==> src/rtl/apb_pkg.sv <==
// rtl/apb_pkg.sv - shared types and default widths for the APB round-robin arbiter
package apb_pkg;

    localparam int DEF_NUM_REQ = 4;
    localparam int DEF_ADDR_W  = 32;
    localparam int DEF_DATA_W  = 32;
    localparam int DEF_TIMEOUT = 16;

    typedef enum logic [1:0] {
        IDLE   = 2'd0,
        SETUP  = 2'd1,
        ACCESS = 2'd2
    } state_e;

    typedef struct packed {
        logic [DEF_DATA_W-1:0]          rdata;
        logic                           err;
        logic [$clog2(DEF_NUM_REQ)-1:0] id;
    } apb_rsp_t;

endpackage

==> src/rtl/apb_rr_arbiter_if.sv <==
// rtl/apb_rr_arbiter_if.sv - APB bus bundle between the shared master and the slave
interface apb_rr_arbiter_if #(
    parameter int ADDR_W = 32,
    parameter int DATA_W = 32
) ();
    logic              psel;
    logic              penable;
    logic              pwrite;
    logic [ADDR_W-1:0] paddr;
    logic [DATA_W-1:0] pwdata;
    logic [DATA_W-1:0] prdata;
    logic              pready;
    logic              pslverr;

    modport master (
        output psel, penable, pwrite, paddr, pwdata,
        input  prdata, pready, pslverr
    );

    modport slave (
        input  psel, penable, pwrite, paddr, pwdata,
        output prdata, pready, pslverr
    );
endinterface

==> src/rtl/rr_arb.sv <==
// rtl/rr_arb.sv - combinational round-robin picker starting the search at ptr
module rr_arb #(
    parameter int N     = 4,
    parameter int IDX_W = (N > 1) ? $clog2(N) : 1
) (
    input  logic [N-1:0]     req,
    input  logic [IDX_W-1:0] ptr,
    output logic [N-1:0]     gnt,
    output logic [IDX_W-1:0] idx
);

    logic             found;
    logic [IDX_W-1:0] cand;

    // Walk the requesters from ptr upward with wrap; first asserted one wins
    always_comb begin
        gnt   = '0;
        idx   = '0;
        found = 1'b0;
        cand  = '0;
        for (int k = 0; k < N; k++) begin
            cand = IDX_W'((int'(ptr) + k) % N);
            if (!found && req[cand]) begin
                found     = 1'b1;
                gnt[cand] = 1'b1;
                idx       = cand;
            end
        end
    end

endmodule

==> src/rtl/apb_rr_arbiter.sv <==
// rtl/apb_rr_arbiter.sv - round-robin sharing of one APB master port with a wait-state watchdog
module apb_rr_arbiter
    import apb_pkg::*;
#(
    parameter int NUM_REQ = DEF_NUM_REQ,
    parameter int ADDR_W  = DEF_ADDR_W,
    parameter int DATA_W  = DEF_DATA_W,
    parameter int TIMEOUT = DEF_TIMEOUT
) (
    input  logic                      pclk,
    input  logic                      preset_n,
    input  logic [NUM_REQ-1:0]        req_valid,
    input  logic [NUM_REQ-1:0]        req_write,
    input  logic [NUM_REQ*ADDR_W-1:0] req_addr,
    input  logic [NUM_REQ*DATA_W-1:0] req_wdata,
    output logic [NUM_REQ-1:0]        req_ready,
    output logic                      rsp_valid,
    output logic [((NUM_REQ > 1) ? $clog2(NUM_REQ) : 1)-1:0] rsp_id,
    output logic [DATA_W-1:0]         rsp_rdata,
    output logic                      rsp_err,
    apb_rr_arbiter_if.master          apb
);

    localparam int ID_W  = (NUM_REQ > 1) ? $clog2(NUM_REQ) : 1;
    localparam int CNT_W = (TIMEOUT > 0) ? $clog2(TIMEOUT + 1) : 1;

    state_e             state_q;
    logic [ID_W-1:0]    ptr_q;
    logic [ID_W-1:0]    id_q;
    logic [CNT_W-1:0]   wait_q;
    logic [CNT_W-1:0]   wait_d;
    logic               rsp_valid_q;
    logic [ID_W-1:0]    rsp_id_q;
    logic [DATA_W-1:0]  rsp_rdata_q;
    logic               rsp_err_q;

    logic [NUM_REQ-1:0] grant;
    logic [ID_W-1:0]    win_idx;
    logic               accept;
    logic               timeout_hit;
    logic [ID_W-1:0]    ptr_d;

    rr_arb #(
        .N     (NUM_REQ),
        .IDX_W (ID_W)
    ) u_rr_arb (
        .req (req_valid),
        .ptr (ptr_q),
        .gnt (grant),
        .idx (win_idx)
    );

    // Grants are only offered while the bus is free
    assign req_ready   = (state_q == IDLE) ? grant : '0;
    assign accept      = (state_q == IDLE) && (|(req_valid & grant));
    assign ptr_d       = (win_idx == ID_W'(NUM_REQ - 1)) ? '0 : win_idx + 1'b1;

    // wait_d is the number of ACCESS cycles elapsed including the current one
    assign wait_d      = wait_q + 1'b1;
    assign timeout_hit = (TIMEOUT != 0) && (wait_d == CNT_W'(TIMEOUT));

    assign rsp_valid   = rsp_valid_q;
    assign rsp_id      = rsp_id_q;
    assign rsp_rdata   = rsp_rdata_q;
    assign rsp_err     = rsp_err_q;

    // Transfer sequencer: command latch, APB phases, watchdog and response register
    always_ff @(posedge pclk or negedge preset_n) begin
        if (!preset_n) begin
            state_q     <= IDLE;
            ptr_q       <= '0;
            id_q        <= '0;
            wait_q      <= '0;
            apb.psel    <= 1'b0;
            apb.penable <= 1'b0;
            apb.pwrite  <= 1'b0;
            apb.paddr   <= '0;
            apb.pwdata  <= '0;
            rsp_valid_q <= 1'b0;
            rsp_id_q    <= '0;
            rsp_rdata_q <= '0;
            rsp_err_q   <= 1'b0;
        end else begin
            rsp_valid_q <= 1'b0;
            case (state_q)
                IDLE: begin
                    if (accept) begin
                        apb.pwrite <= req_write[win_idx];
                        apb.paddr  <= req_addr[int'(win_idx)*ADDR_W +: ADDR_W];
                        apb.pwdata <= req_wdata[int'(win_idx)*DATA_W +: DATA_W];
                        apb.psel   <= 1'b1;
                        id_q       <= win_idx;
                        ptr_q      <= ptr_d;
                        wait_q     <= '0;
                        state_q    <= SETUP;
                    end
                end
                SETUP: begin
                    apb.penable <= 1'b1;
                    state_q     <= ACCESS;
                end
                ACCESS: begin
                    // pready in the final watchdog cycle still wins over the timeout
                    if (apb.pready) begin
                        apb.psel    <= 1'b0;
                        apb.penable <= 1'b0;
                        rsp_valid_q <= 1'b1;
                        rsp_id_q    <= id_q;
                        rsp_err_q   <= apb.pslverr;
                        rsp_rdata_q <= (!apb.pwrite && !apb.pslverr) ? apb.prdata : '0;
                        state_q     <= IDLE;
                    end else if (timeout_hit) begin
                        apb.psel    <= 1'b0;
                        apb.penable <= 1'b0;
                        rsp_valid_q <= 1'b1;
                        rsp_id_q    <= id_q;
                        rsp_err_q   <= 1'b1;
                        rsp_rdata_q <= '0;
                        state_q     <= IDLE;
                    end else begin
                        wait_q <= wait_d;
                    end
                end
                default: begin
                    apb.psel    <= 1'b0;
                    apb.penable <= 1'b0;
                    state_q     <= IDLE;
                end
            endcase
        end
    end

endmodule
==> src/flat_wrapper.sv <==
// flat-port wrapper written by rule: the top's interface ports become plain ports
module apb_rr_arbiter_flat import apb_pkg::*;
#(
    parameter int NUM_REQ = DEF_NUM_REQ,
    parameter int ADDR_W  = DEF_ADDR_W,
    parameter int DATA_W  = DEF_DATA_W,
    parameter int TIMEOUT = DEF_TIMEOUT
)
  (pclk, preset_n, req_valid, req_write, req_addr, req_wdata, req_ready, rsp_valid, rsp_id, rsp_rdata, rsp_err, apb_psel, apb_penable, apb_pwrite, apb_paddr, apb_pwdata, apb_prdata, apb_pready, apb_pslverr);
  apb_rr_arbiter_if #(.ADDR_W(ADDR_W), .DATA_W(DATA_W)) apb_i ();
  input  logic pclk;
  input  logic preset_n;
  input  logic [NUM_REQ-1:0] req_valid;
  input  logic [NUM_REQ-1:0] req_write;
  input  logic [NUM_REQ*ADDR_W-1:0] req_addr;
  input  logic [NUM_REQ*DATA_W-1:0] req_wdata;
  output logic [NUM_REQ-1:0] req_ready;
  output logic rsp_valid;
  output logic [((NUM_REQ > 1) ? $clog2(NUM_REQ) : 1)-1:0] rsp_id;
  output logic [DATA_W-1:0] rsp_rdata;
  output logic rsp_err;
  output wire logic [$bits(apb_i.psel)-1:0] apb_psel;
  output wire logic [$bits(apb_i.penable)-1:0] apb_penable;
  output wire logic [$bits(apb_i.pwrite)-1:0] apb_pwrite;
  output wire logic [$bits(apb_i.paddr)-1:0] apb_paddr;
  output wire logic [$bits(apb_i.pwdata)-1:0] apb_pwdata;
  input wire logic [$bits(apb_i.prdata)-1:0] apb_prdata;
  input wire logic [$bits(apb_i.pready)-1:0] apb_pready;
  input wire logic [$bits(apb_i.pslverr)-1:0] apb_pslverr;
  assign apb_psel = apb_i.psel;
  assign apb_penable = apb_i.penable;
  assign apb_pwrite = apb_i.pwrite;
  assign apb_paddr = apb_i.paddr;
  assign apb_pwdata = apb_i.pwdata;
  assign apb_i.prdata = apb_prdata;
  assign apb_i.pready = apb_pready;
  assign apb_i.pslverr = apb_pslverr;
  apb_rr_arbiter #(.NUM_REQ(NUM_REQ), .ADDR_W(ADDR_W), .DATA_W(DATA_W), .TIMEOUT(TIMEOUT)) u_core (.pclk(pclk), .preset_n(preset_n), .req_valid(req_valid), .req_write(req_write), .req_addr(req_addr), .req_wdata(req_wdata), .req_ready(req_ready), .rsp_valid(rsp_valid), .rsp_id(rsp_id), .rsp_rdata(rsp_rdata), .rsp_err(rsp_err), .apb(apb_i));
endmodule
==> config.mk <==
export PLATFORM = sky130hd
export DESIGN_NAME = apb_rr_arbiter_flat
export DESIGN_NICKNAME = d
export VERILOG_FILES = /design/src/rtl/apb_pkg.sv /design/src/rtl/apb_rr_arbiter_if.sv /design/src/rtl/rr_arb.sv /design/src/rtl/apb_rr_arbiter.sv /design/src/flat_wrapper.sv
export SDC_FILE = /design/constraint.sdc
export NUM_CORES = 1
export LEC_CHECK = 0
export CAP_MARGIN = 20
export CORE_AREA = 2 2 157 159
export DETAILED_ROUTE_END_ITERATION = 8
export DIE_AREA = 0 0 159 161
export GPL_TIMING_DRIVEN = 0
export HOLD_SLACK_MARGIN = 0.08
export SETUP_SLACK_MARGIN = 0.5
export SLEW_MARGIN = 30
export SYNTH_ARGS = -nofsm -noshare
export SYNTH_HDL_FRONTEND = slang
export SYNTH_SLANG_ARGS = --single-unit
export TNS_END_PERCENT = 50
==> constraint.sdc <==
create_clock -name pclk -period 8.9 [get_ports pclk]
set_clock_uncertainty 0.2 [all_clocks]
set_input_delay 2.225 -clock pclk [delete_from_list [all_inputs] [get_ports pclk]]
set_output_delay 2.225 -clock pclk [all_outputs]
set_load 0.02 [all_outputs]
## Word level (Yosys, flattened, before mapping)

Index checks and enable logic that the tools add are counted.

- $add $sub $neg: 5
- $lt $le $gt $ge: 9
- Eq/ne operators: 8
- Shift-type cells: 2
- Multiplexer cells: 54
- Bitwise operators: 6
- Reduce and logical (&&, ||, !) cells: 24

Operator list:

| cell | count |
|---|---|
| indexed part select 128 x 8 -> 32 bit | 2 |
| 2-to-1 mux 32 bit | 3 |
| 2-to-1 mux 1 bit | 20 |
| 2-to-1 mux 2 bit | 10 |
| 2-to-1 mux 4 bit | 5 |
| < comparator 2 x 3 -> 1 bit (second input constant) | 5 |
| 2-to-1 mux 5 bit | 3 |
| OR 4 bit | 3 |
| binary-select mux 1 bit (select 2 bit) | 5 |
| one-hot mux 5 bit (2 select lines) | 1 |
| logical AND 1 bit | 9 |
| demux 1 bit (select 2 bit) | 4 |
| >= comparator 2 x 1 -> 1 bit (second input constant) | 4 |
| AND reduction 2 bit | 4 |
| one-hot mux 1 bit (3 select lines) | 2 |
| one-hot mux 2 bit (3 select lines) | 1 |
| adder 5 x 1 -> 5 bit (second input constant) | 1 |
| == test 5 bit (second input constant) | 1 |
| logical NOT 1 bit | 5 |
| adder 2 x 1 -> 2 bit (second input constant) | 2 |
| adder 2 bit (second input constant) | 2 |
| AND 4 bit | 1 |
| == test 2 bit (second input constant) | 2 |
| inequality test 2 bit (second input constant) | 2 |
| other kinds (9) | 11 |

- Flip-flop bits (word level): 114
- Input bits: 300
- Output and inout port bits: 107
- Word-level logic and storage cells: 121

## Longest topological paths before layout

Gate-level depths: netlist of the first run.

- Depth in word-level cells: 17
- Gate-level depth with buffers: 13
- Mapped depth without buffers: 9

## By module

From an unflattened synthesis of the first run, not the netlist that was laid out.

- Cells, all modules: 490
- Area, all modules: 6766.5 um^2

By module, submodules not included:

| module | instances | cells each | area each (um^2) | seq. area each (um^2) |
|---|---|---|---|---|
| apb_rr_arbiter | 1 | 444 | 6347.3 | 2852.7 |
| rr_arb | 1 | 46 | 419.2 | 0.0 |

## Worst setup path after synthesis of the first run

No wires, ideal clock.

- Path kind: input to output
- Start: input req_valid[2]
- End: output req_ready[1]
- Arrival: 3635 ps
- Required time: 6475 ps
- Slack: 2840 ps
- Cell stages on the path: 7
- Path buffers: 2
- Path through: buf_6 > mux4_2 > buf_2 > nor2b_1 > nor3_1 > a221oi_1 > nor2_1

- Word-level cells in the longest chain between the ends: 13
- Elaborated cells between the ends (all ways): 25
- Classes of those cells: mux (16); bitwise (3); reduce/logical (6)

RTL lines:

| what | line | source |
|---|---|---|
| from (decl) | flat_wrapper.sv:13 | `input logic [NUM_REQ-1:0] req_valid;` |
| binary-select mux 1 bit (select 2 bit) | rr_arb.sv:23 | `if (!found && req[cand]) begin` |
| 2-to-1 mux 1 bit (not written as such) | rr_arb.sv:23 |  |
| 2-to-1 mux 1 bit | rr_arb.sv:23 |  |
| logical NOT 1 bit | rr_arb.sv:23 |  |
| logical AND 1 bit | rr_arb.sv:23 |  |
| 2-to-1 mux 1 bit | rr_arb.sv:23 |  |
| logical NOT 1 bit | rr_arb.sv:23 |  |
| logical AND 1 bit | rr_arb.sv:23 |  |
| 2-to-1 mux 1 bit | rr_arb.sv:23 |  |
| logical NOT 1 bit | rr_arb.sv:23 |  |
| logical AND 1 bit | rr_arb.sv:23 |  |
| 2-to-1 mux 4 bit * | rr_arb.sv:23 |  |
| 2-to-1 mux 4 bit * | apb_rr_arbiter.sv:54 | `assign req_ready = (state_q == IDLE) ? grant : '0;` |
| to (decl) | flat_wrapper.sv:17 | `output logic [NUM_REQ-1:0] req_ready;` |

Mark *: on every way between the ends. The rest lies on a longest branch, timed or not. The select of a mux whose other input is x is not followed.

## Worst setup path after layout of the first run

- Start: input req_valid[1]
- End: output req_ready[1]

Same word-level chain as after synthesis.

==> results.py, run 1 <==
metrics = {
    "outcome": {
        "status": "finished clean",
    },
    "routing": {
        "drt-wirelength-per-cell_um": 20.9,
        "ant_nets": 0,
        "drc": 0,
        "drtIter0Drc": 224,
        "drtPass1Iterations": 4,
        "vias_per_cell": 4.77,
        "wl_met3_um": 1890,
        "vias": 5742,
        "top_layer": "met4",
        "m1WireLength_um": 10500,
        "wl_met2_um": 12400,
        "routed_wl_um": 25200,
    },
    "clock_network": {
        "clk_pin_slew_ps": 60,
        "clock-sinks": 114,
        "cts_max_path_buffers": 2,
        "cts_resized": 0,
        "cts_tree": "yes",
        "post-cts-setup-buffers": 0,
        "cts_made_buffers": 17,
        "clk_latency_ps": 410,
        "cts_max_level": 4,
        "cts-root-buf": "clkbuf_16",
        "holdBufCountCts": 0,
    },
    "sta": {
        "period_minus_slack_ps": 7060,
        "finalSetupViolations": 0,
        "fin_ws_ps": 1840,
        "relSlewSlack": 0.537,
        "final-hold-violation-count": 0,
        "fin_crit_sh": 0.793,
        "tightest_slew_ps": 695,
        "finalSetupTns_ps": 0,
        "rsz0062_at_grt": "false",
        "whs_ps": 288,
        "fmax_mhz": 142,
        "finalMaxSlewViolations": 0,
    },
    "finish": {
        "drive_above_1_share": 0.230,
        "layout.nets": 1175,
        "syn_to_final_growth_pct": 73.9,
        "utilization": 0.505,
        "fillers": 2152,
    },
    "floorplanning": {
        "core_area_mm2": 0.0240,
        "chipHeight_um": 161,
        "num_rows": 57,
        "io_pins": 407,
        "fp.dieArea_mm2": 0.0256,
        "start_util": 0.290,
        "die_width_um": 159,
    },
    "global_route": {
        "first_global_vias": 6125,
        "grt_usage": 0.196,
        "grt_start_max_net_pins": 59,
        "grt_pass1_wl_um": 37900,
        "antenna_found_initial": 2,
        "grt-ovfl-total": 0,
    },
    "critical_path": {
        "critPathKind": "in2out",
        "worstRegToRegCells": 11,
        "cp.required_ps": 6480,
        "cp_data_arrival_time_ps": 4630,
        "r2r_end": "u_core.apb.pwdata[20]",
        "r2r_slack_ps": 4980,
        "critPathCaptureType": "output pin",
        "cp_max_fo": 10,
        "critPathLaunchType": "input port",
    },
    "yosys": {
        "synthArstFlopShare": 1.00,
        "avgSynthCellArea_um2": 15.8,
        "synth_area_leaders": "dfrtp_1, mux4_2, mux2_4",
        "ys_types": 51,
        "ys_seq_area_frac": 0.410,
        "yosysMostFrequentCell": "dfrtp_1",
        "ys_warn_count": 0,
        "syn_area_mm2": 0.00695,
        "synth_top_area_cell": "dfrtp_1",
        "syn_nets": 750,
        "synth_edf_count": 0,
        "synthCells": 441,
        "synthFlopType": "dfrtp_1",
        "synth_top_cell_area_share": 0.410,
        "ys_seq_elements": 114,
        "netlist_top_cells_count": "dfrtp_1, mux2_4, mux4_2",
    },
    "placement": {
        "dp_slack_ps": 1840,
        "dpl.hpwl_um": 19900,
        "io_buffers": 405,
        "place_congestion": 0.823,
    },
    "run": {
        "cap_violations": 0,
    },
    "hold_path": {
        "hp-start": "u_core.apb.psel",
        "hp-class": "reg2reg",
        "hold_end": "u_core.apb.psel",
        "hold_depth": 1,
    },
    "power_and_ir_drop": {
        "p_per_area_mw_per_mm2": 405,
        "power_leakage_nw": 4.88,
        "ir_drop_v": 0.000165,
    },
}
-- cell usage in the layout (no fill, tap or decap), types with 5 or more instances in the layout --
cell type and instances:
inv_1 10, a21oi_1 8, buf_12 10, nor3_1 6, mux2i_1 6, buf_2 5, a22oi_1 5, a211oi_1 7
mux4_1 7, nor2_1 9, a22o_1 31, mux4_2 61, clkbuf_16 17, nand2_1 9, clkbuf_1 11, clkdlybuf4s50_1 404
ha_1 9, o22ai_1 5, mux2_4 67, dfrtp_1 114
-- how the worst max path moves through the flow --
| stage | depth (start not counted) | from | slack [ps] | end |
|---|---|---|---|---|
| after floorplan | 7 | req_valid[2] | 2840 | req_ready[1] |
| after global placement | 1 | preset_n | 580 | u_core.apb.paddr[10] |
| after detailed placement | 8 | req_valid[1] | 1840 | req_ready[1] |
| after CTS | 8 | req_valid[1] | 1830 | req_ready[1] |
| after global routing | 8 | req_valid[1] | 1700 | req_ready[1] |
| final | 8 | req_valid[1] | 1840 | req_ready[1] |
-- worst max-delay path, cell delays in order --
cell and delay [ps]:
clkdlybuf4s50_1 470, buf_2 210, mux4_2 540, a21oi_1 250, nor3_1 70, a221oi_1 240, nor2_1 70, clkdlybuf4s50_1 550
-- state kept, by name (all words and copies together) (netlist names), named ones only --
name / flops
u_core.apb.pwdata: 32
u_core.apb.pwrite: 1
u_core.rsp_valid: 1
u_core.apb.psel: 1
u_core.apb.paddr: 32
u_core.rsp_rdata: 32
u_core.wait_q: 5
u_core.rsp_err: 1
u_core.ptr_q: 1
u_core.apb.penable: 1
u_core.rsp_id: 2
u_core.id_q: 2
u_core.state_q: 2
-- where the power goes --
| group | total [mW] | switching (mW) | internal, mW |
|---|---|---|---|
| clock | 0.747 | 0.267 | 0.480 |
| combinational | 3.19 | 1.35 | 1.84 |
| sequential | 0.960 | 0.166 | 0.794 |
-- layer usage --
layer | up-vias | track usage
li1 | 2617 | -
met1 | 2833 | 0.245
met2 | 273 | 0.331
met3 | 19 | 0.0586
met4 | 0 | 0.0525
met5 | - | 0
-- per-stage QoR --
stage                     total power [mW]  cells  area (um^2)
after global placement                4.18   1170        11400
after floorplan                       3.13    441         6950
final                                 4.90   1205        12100
after detailed placement              4.20   1171        11400
after CTS                             4.98   1203        12100
after global routing                  5.18   1203        12100
-- cell families (layout without fill, tap and decap cells) --
logic type | after synthesis | in the layout | synth area share
AND/OR/NAND/NOR | 45 | 45 | 0.0400
other | 0 | 2 | 0
XOR/XNOR | 1 | 1 | 0.00126
adder cells (fa/ha/maj) | 9 | 9 | 0.0162
AO/OA/AOI/OAI | 78 | 78 | 0.0889
multiplexers | 145 | 145 | 0.384
flip-flops | 114 | 114 | 0.410
buffers and inverters | 49 | 487 | 0.0596
-- cell type report --
class | instances | area (um^2) | share of cell area
Antenna cell | 2 | 5.00 | 0.000414
Buffer | 37 | 357 | 0.0295
Clock buffer | 18 | 439 | 0.0363
Clock inverter | 14 | 201 | 0.0167
Inverter | 12 | 57.6 | 0.00476
Multi-Input combinational cell | 278 | 3690 | 0.305
Sequential cell | 114 | 2850 | 0.236
Tap cell | 324 | 405 | 0.0335
Timing Repair Buffer | 406 | 4090 | 0.338
No activity file was read; power rests on OpenSTA's default activity.
==> run 2, diff against run 1 <==
- CORE_AREA: 2 2 157 159 -> 2 2 158 160
- DIE_AREA: 0 0 159 161 -> 0 0 160 162
- PLACE_DENSITY: unset -> 0.66
- clock period: 8.9 -> 5.9 ns (I/O delays scaled with it)
==> run 2 against run 1 <==
Sequential power increased by 51%. Setup slack got worse by 1300 ps. Largest power group unchanged. Power increased by 49%.
==> results.py, run 2 (synthesis gave the netlist of run 1 again) <==
metrics = {
    "routing": {
        "top_layer": "met4",
        "drc": 0,
        "wl_met3_um": 2070,
        "wl_met2_um": 12200,
        "drtIter0Drc": 294,
        "ant_nets": 0,
        "vias_per_cell": 4.80,
        "drt-wirelength-per-cell_um": 20.4,
        "m1WireLength_um": 9880,
        "routed_wl_um": 24600,
        "drtPass1Iterations": 4,
        "vias": 5774,
    },
    "outcome": {
        "status": "finished clean",
    },
    "sta": {
        "relSlewSlack": 0.450,
        "fmax_mhz": 185,
        "finalMaxSlewViolations": 0,
        "finalSetupViolations": 0,
        "rsz0062_at_grt": "true",
        "fin_crit_sh": 0.915,
        "period_minus_slack_ps": 5400,
        "final-hold-violation-count": 0,
        "fin_ws_ps": 503,
        "tightest_slew_ps": 824,
    },
    "critical_path": {
        "cp.required_ps": 4220,
        "critical-path-top-delay-family": "buffers and inverters",
        "critPathKind": "in2out",
        "cp_max_fo": 10,
        "critPathLaunchType": "input port",
        "path_cells": "clkdlybuf4s50_1 > buf_2 > mux4_2 > a21oi_1 > nor3_1 > a221oi_1 > nor2_1 > dlygate4sd2_1",
        "crit_buf_inv": 3,
        "cpPeakStageDelay_ps": 540,
        "cp_data_arrival_time_ps": 3720,
        "cp_slowest_cell": "mux4_2",
        "critPathCaptureType": "output pin",
    },
    "clock_network": {
        "cts_tree": "yes",
        "post-cts-setup-buffers": 0,
        "cts_max_level": 4,
        "cts-root-buf": "clkbuf_16",
        "cts_max_path_buffers": 2,
        "cts_made_buffers": 17,
        "clock-sinks": 114,
        "clk_pin_slew_ps": 60,
        "clk_latency_ps": 410,
    },
    "finish": {
        "drive_above_1_share": 0.231,
        "utilization": 0.499,
        "layout.nets": 1175,
        "layout_commonest_cell": "clkdlybuf4s50_1",
        "syn_to_final_growth_pct": 73.1,
        "seq_area_mm2": 0.00285,
        "num_antenna_cells": 0,
        "layout_common_cells": "clkdlybuf4s50_1, dfrtp_1, mux2_4",
        "multi_input_area_mm2": 0.00369,
        "fillers": 2193,
    },
    "hold_path": {
        "hp-class": "reg2reg",
    },
    "power_and_ir_drop": {
        "p_per_area_mw_per_mm2": 606,
        "power_leakage_nw": 4.89,
        "p_comb_frac": 0.661,
        "power.internal_mw": 4.58,
        "switching_share": 0.372,
        "switchingPower_mw": 2.71,
        "ir_drop_v": 0.000220,
        "p_clk_frac": 0.140,
        "power_mw": 7.30,
        "pwr-share-seq": 0.198,
    },
    "global_route": {
        "antenna_found_initial": 0,
        "grt_start_max_net_pins": 61,
        "grt_usage": 0.188,
        "grt_pass1_wl_um": 36900,
        "first_global_vias": 6175,
        "grt-ovfl-total": 0,
    },
    "floorplanning": {
        "core_area_mm2": 0.0241,
        "chipHeight_um": 162,
        "fp.dieArea_mm2": 0.0259,
        "num_rows": 57,
        "die_width_um": 160,
        "io_pins": 407,
        "start_util": 0.288,
    },
    "placement": {
        "dp_slack_ps": 324,
        "io_buffers": 405,
        "dpl.hpwl_um": 19400,
        "place_congestion": 0.830,
    },
    "run": {
        "cap_violations": 0,
    },
}
## run 2: cell count changes in the layout (fill, tap and decap cells not counted)
cell / previous run / this run
bufinv_16: 4 / 2
nor3b_2: 0 / 1
nor3b_1: 3 / 2
clkinv_4: 4 / 3
diode_2: 2 / 0
clkinv_2: 1 / 3
dlymetal6s2s_1: 0 / 2
dlygate4sd2_1: 0 / 2
clkdlybuf4s50_1: 404 / 400
clkbuf_8: 1 / 0
clkinvlp_4: 2 / 4
## run 2: cell type report
| type | instances | area share |
|---|---|---|
| inverters | 12 | 0.00478 |
| repair buffers | 406 | 0.340 |
| well taps | 324 | 0.0337 |
| flip-flops and latches | 114 | 0.237 |
| multi-input cells | 278 | 0.307 |
| plain buffers | 37 | 0.0296 |
| clock inverters | 15 | 0.0131 |
| clock buffers | 17 | 0.0353 |
## run 2: what timing repair did
action                                  in CTS  in global routing
hold buffers                                 0                  0
gates resized for setup                      2                  3
endpoints found under the setup margin       4                  4
## run 2: worst paths after layout
path / from / endpoint / slack (ps) / cells after the start
worst max-delay path: req_valid[1] / req_ready[1] / 500 / 8
worst min-delay path: u_core.apb.psel / u_core.apb.psel / 280 / 1
worst max register to register: register / u_core.apb.pwdata[18] / 1830 / 11
worst min register to register: u_core.apb.psel / u_core.apb.psel / 280 / 1
max in group asynchronous: preset_n / u_core.apb.pwdata[31] / 4060 / 2
min in group asynchronous: preset_n / u_core.rsp_rdata[31] / 770 / 1
## run 2: per-layer routing
metal	track usage	vias to the layer above
li1	-	2611
met1	0.234	2842
met2	0.317	299
met3	0.0603	22
met4	0.0512	0
met5	0	-
## run 2: metrics by stage
stage / hold slack, ps / cells / instance area, um^2 / TNS [ps]
3_5_place_dp: 269 / 1171 / 11400 / 0
2_1_floorplan: 276 / 441 / 6950 / 0
3_3_place_gp: 264 / 1170 / 11400 / -181120
6_report: 277 / 1203 / 12000 / 0
4_1_cts: 284 / 1203 / 12000 / 0
5_1_grt: 308 / 1203 / 12000 / 0
## run 2: power by group through the flow
stage                     Clock, mW  Combinational (mW)  Sequential [mW]
after floorplan                   0                2.86             1.86
after global placement            0                4.87             1.45
after detailed placement          0                4.90             1.45
after CTS                      1.05                4.91             1.45
after global routing           1.09                5.13             1.50
final                          1.02                4.83             1.45
==> run 3, diff against run 2 <==
- REMOVE_ABC_BUFFERS: unset -> 1
==> run 3 against run 2 <==
Critical path depth is 1 lower. Count of clock-buffer cells in the layout stayed put. Largest cell class unchanged. Sequential share of layout area is 0.28 points higher. Critical endpoint is now req_ready[3]. Critical path type unchanged. Flip-flop and latch count stayed put.
==> results.py, run 3 (synthesis gave the netlist of run 1 again) <==
metrics = {
    "routing": {
        "drc": 0,
        "wl_met2_um": 11800,
        "wl_met3_um": 1900,
        "drt-wirelength-per-cell_um": 19.3,
        "vias_per_cell": 4.81,
        "top_layer": "met5",
        "m1WireLength_um": 8680,
        "drtIter0Drc": 221,
        "routed_wl_um": 22700,
        "drtPass1Iterations": 4,
        "ant_nets": 0,
        "vias": 5646,
    },
    "power_and_ir_drop": {
        "pwr-share-seq": 0.206,
        "p_per_area_mw_per_mm2": 595,
        "p_clk_frac": 0.159,
        "switchingPower_mw": 2.59,
        "switching_share": 0.366,
        "power_leakage_nw": 4.80,
        "ir_drop_v": 0.000476,
        "p_comb_frac": 0.635,
        "power.internal_mw": 4.49,
    },
    "critical_path": {
        "worstRegToRegCells": 10,
        "path_depth": 7,
        "cp.required_ps": 4220,
        "cp_max_fo": 15,
        "cp_data_arrival_time_ps": 3680,
        "r2r_slack_ps": 1790,
        "cpPeakStageDelay_ps": 630,
        "critPathCaptureType": "output pin",
        "startpoint": "req_valid[1]",
        "critPathLaunchType": "input port",
        "crit_buf_inv": 2,
        "cp_slowest_cell": "clkdlybuf4s50_1",
        "cp-endpoint": "req_ready[3]",
        "path_cells": "dlygate4sd2_1 > mux4_2 > nor2b_1 > nor3_1 > a221oi_1 > nor2_1 > clkdlybuf4s50_1",
        "critPathKind": "in2out",
        "critical-path-top-delay-family": "buffers and inverters",
        "r2r_end": "u_core.apb.paddr[4]",
    },
    "placement": {
        "dpl.hpwl_um": 17800,
        "dp_slack_ps": 191,
        "place_congestion": 0.793,
        "dp.cells": 1139,
        "io_buffers": 406,
    },
    "sta": {
        "fin_ws_ps": 549,
        "rsz0062_at_grt": "true",
        "fmax_mhz": 187,
        "period_minus_slack_ps": 5350,
        "final-hold-violation-count": 0,
        "tightest_slew_ps": 609,
        "finalSetupViolations": 0,
        "fin_crit_sh": 0.907,
        "finalMaxSlewViolations": 0,
        "relSlewSlack": 0.592,
    },
    "global_route": {
        "grt-ovfl-total": 0,
        "grt_usage": 0.174,
        "antenna_found_initial": 1,
        "first_global_vias": 5926,
        "grt_pass1_wl_um": 34500,
        "grt_start_max_net_pins": 71,
    },
    "clock_network": {
        "clk_latency_ps": 400,
        "cts_max_path_buffers": 2,
        "cts_max_level": 4,
        "cts_tree": "yes",
        "cts-root-buf": "clkbuf_16",
        "clock-sinks": 114,
        "cts_made_buffers": 17,
        "holdBufCountCts": 0,
        "clk_pin_slew_ps": 60,
    },
    "floorplanning": {
        "io_pins": 407,
        "chipHeight_um": 162,
        "fp.dieArea_mm2": 0.0259,
        "start_util": 0.288,
        "num_rows": 57,
        "core_area_mm2": 0.0241,
        "die_width_um": 160,
    },
    "finish": {
        "seq_area_mm2": 0.00285,
        "multi_input_area_mm2": 0.00374,
        "drive_above_1_share": 0.221,
        "layout.nets": 1145,
        "fillers": 2173,
        "syn_to_final_growth_pct": 71.1,
        "layout_common_cells": "clkdlybuf4s50_1, dfrtp_1, mux2_4",
        "layout_commonest_cell": "clkdlybuf4s50_1",
        "num_antenna_cells": 0,
        "final_cells": 1173,
    },
    "outcome": {
        "status": "finished clean",
    },
    "hold_path": {
        "hp-class": "reg2reg",
    },
    "run": {
        "cap_violations": 0,
    },
}
## run 3: cell count changes in the layout (fill, tap and decap cells not counted), sizes merged
cell          change
mux4              +1
clkinvlp          -3
bufinv            +2
inv               +3
dlymetal6s2s      -1
buf              -21
clkbuf           -11
dlygate4sd2       +2
clkinv            -2
## run 3: final cells by class
class,count,area share
timing repair buffer,412,0.353
multi-input combinational,279,0.314
sequential,114,0.240
clock buffer,17,0.0358
tap,324,0.0341
clock inverter,15,0.0185
inverter,12,0.00484
## run 3: metal layers
metal	up-vias	GRT usage
met2	250	0.302
met1	2818	0.207
met3	19	0.0600
met5	-	0
li1	2557	-
met4	2	0.0422
## run 3: power by group through the flow
stage	sequential [mW]	combinational (mW)	clock, mW
after detailed placement	1.46	4.54	0
after floorplan	1.87	2.61	0
final	1.46	4.50	1.12
after global routing	1.52	4.79	1.20
after CTS	1.46	4.57	1.16
after global placement	1.45	4.53	0
## run 3: worst min-delay path by stage
stage,end,depth (start not counted),from,slack (ps)
2_1_floorplan,u_core.id_q[0],1,u_core.id_q[0],280
6_report,u_core.apb.penable,1,u_core.apb.penable,280
5_1_grt,u_core.apb.penable,1,u_core.apb.penable,310
3_3_place_gp,u_core.apb.penable,1,u_core.apb.penable,270
3_5_place_dp,u_core.apb.penable,1,u_core.apb.penable,280
4_1_cts,u_core.apb.penable,1,u_core.apb.penable,290
## run 3: metrics by stage
stage / setup TNS [ps] / util / hold WS (ps) / power [mW] / area (um^2)
finish: 0 / 0.493 / 285 / 7.08 / 11900
detailed placement: 0 / 0.465 / 276 / 6.00 / 11200
global route: 0 / 0.493 / 309 / 7.50 / 11900
CTS: 0 / 0.493 / 290 / 7.19 / 11900
global placement: -336320 / 0.459 / 267 / 5.98 / 11100
floorplan: -35060 / - / 276 / 4.48 / 6600
## run 3: timing repair
| item | 4_1_cts | 5_1_grt |
|---|---|---|
| pin swaps | 0 | 0 |
| resized for setup | 4 | 1 |
| endpoints found under the setup margin | 4 | 3 |
| cloned | 1 | 0 |
| setup buffers | 1 | 0 |
## run 3: worst register-to-register path: cells and delay by family, from the launching register on
family                     cells  cell delay [ps]
AOI/OAI and AO/OA              2              270
buffers and inverters          3              710
muxes                          3             1320
adders and majority gates      1              470
and+or+nand+nor                1              290
DFF                            1              730
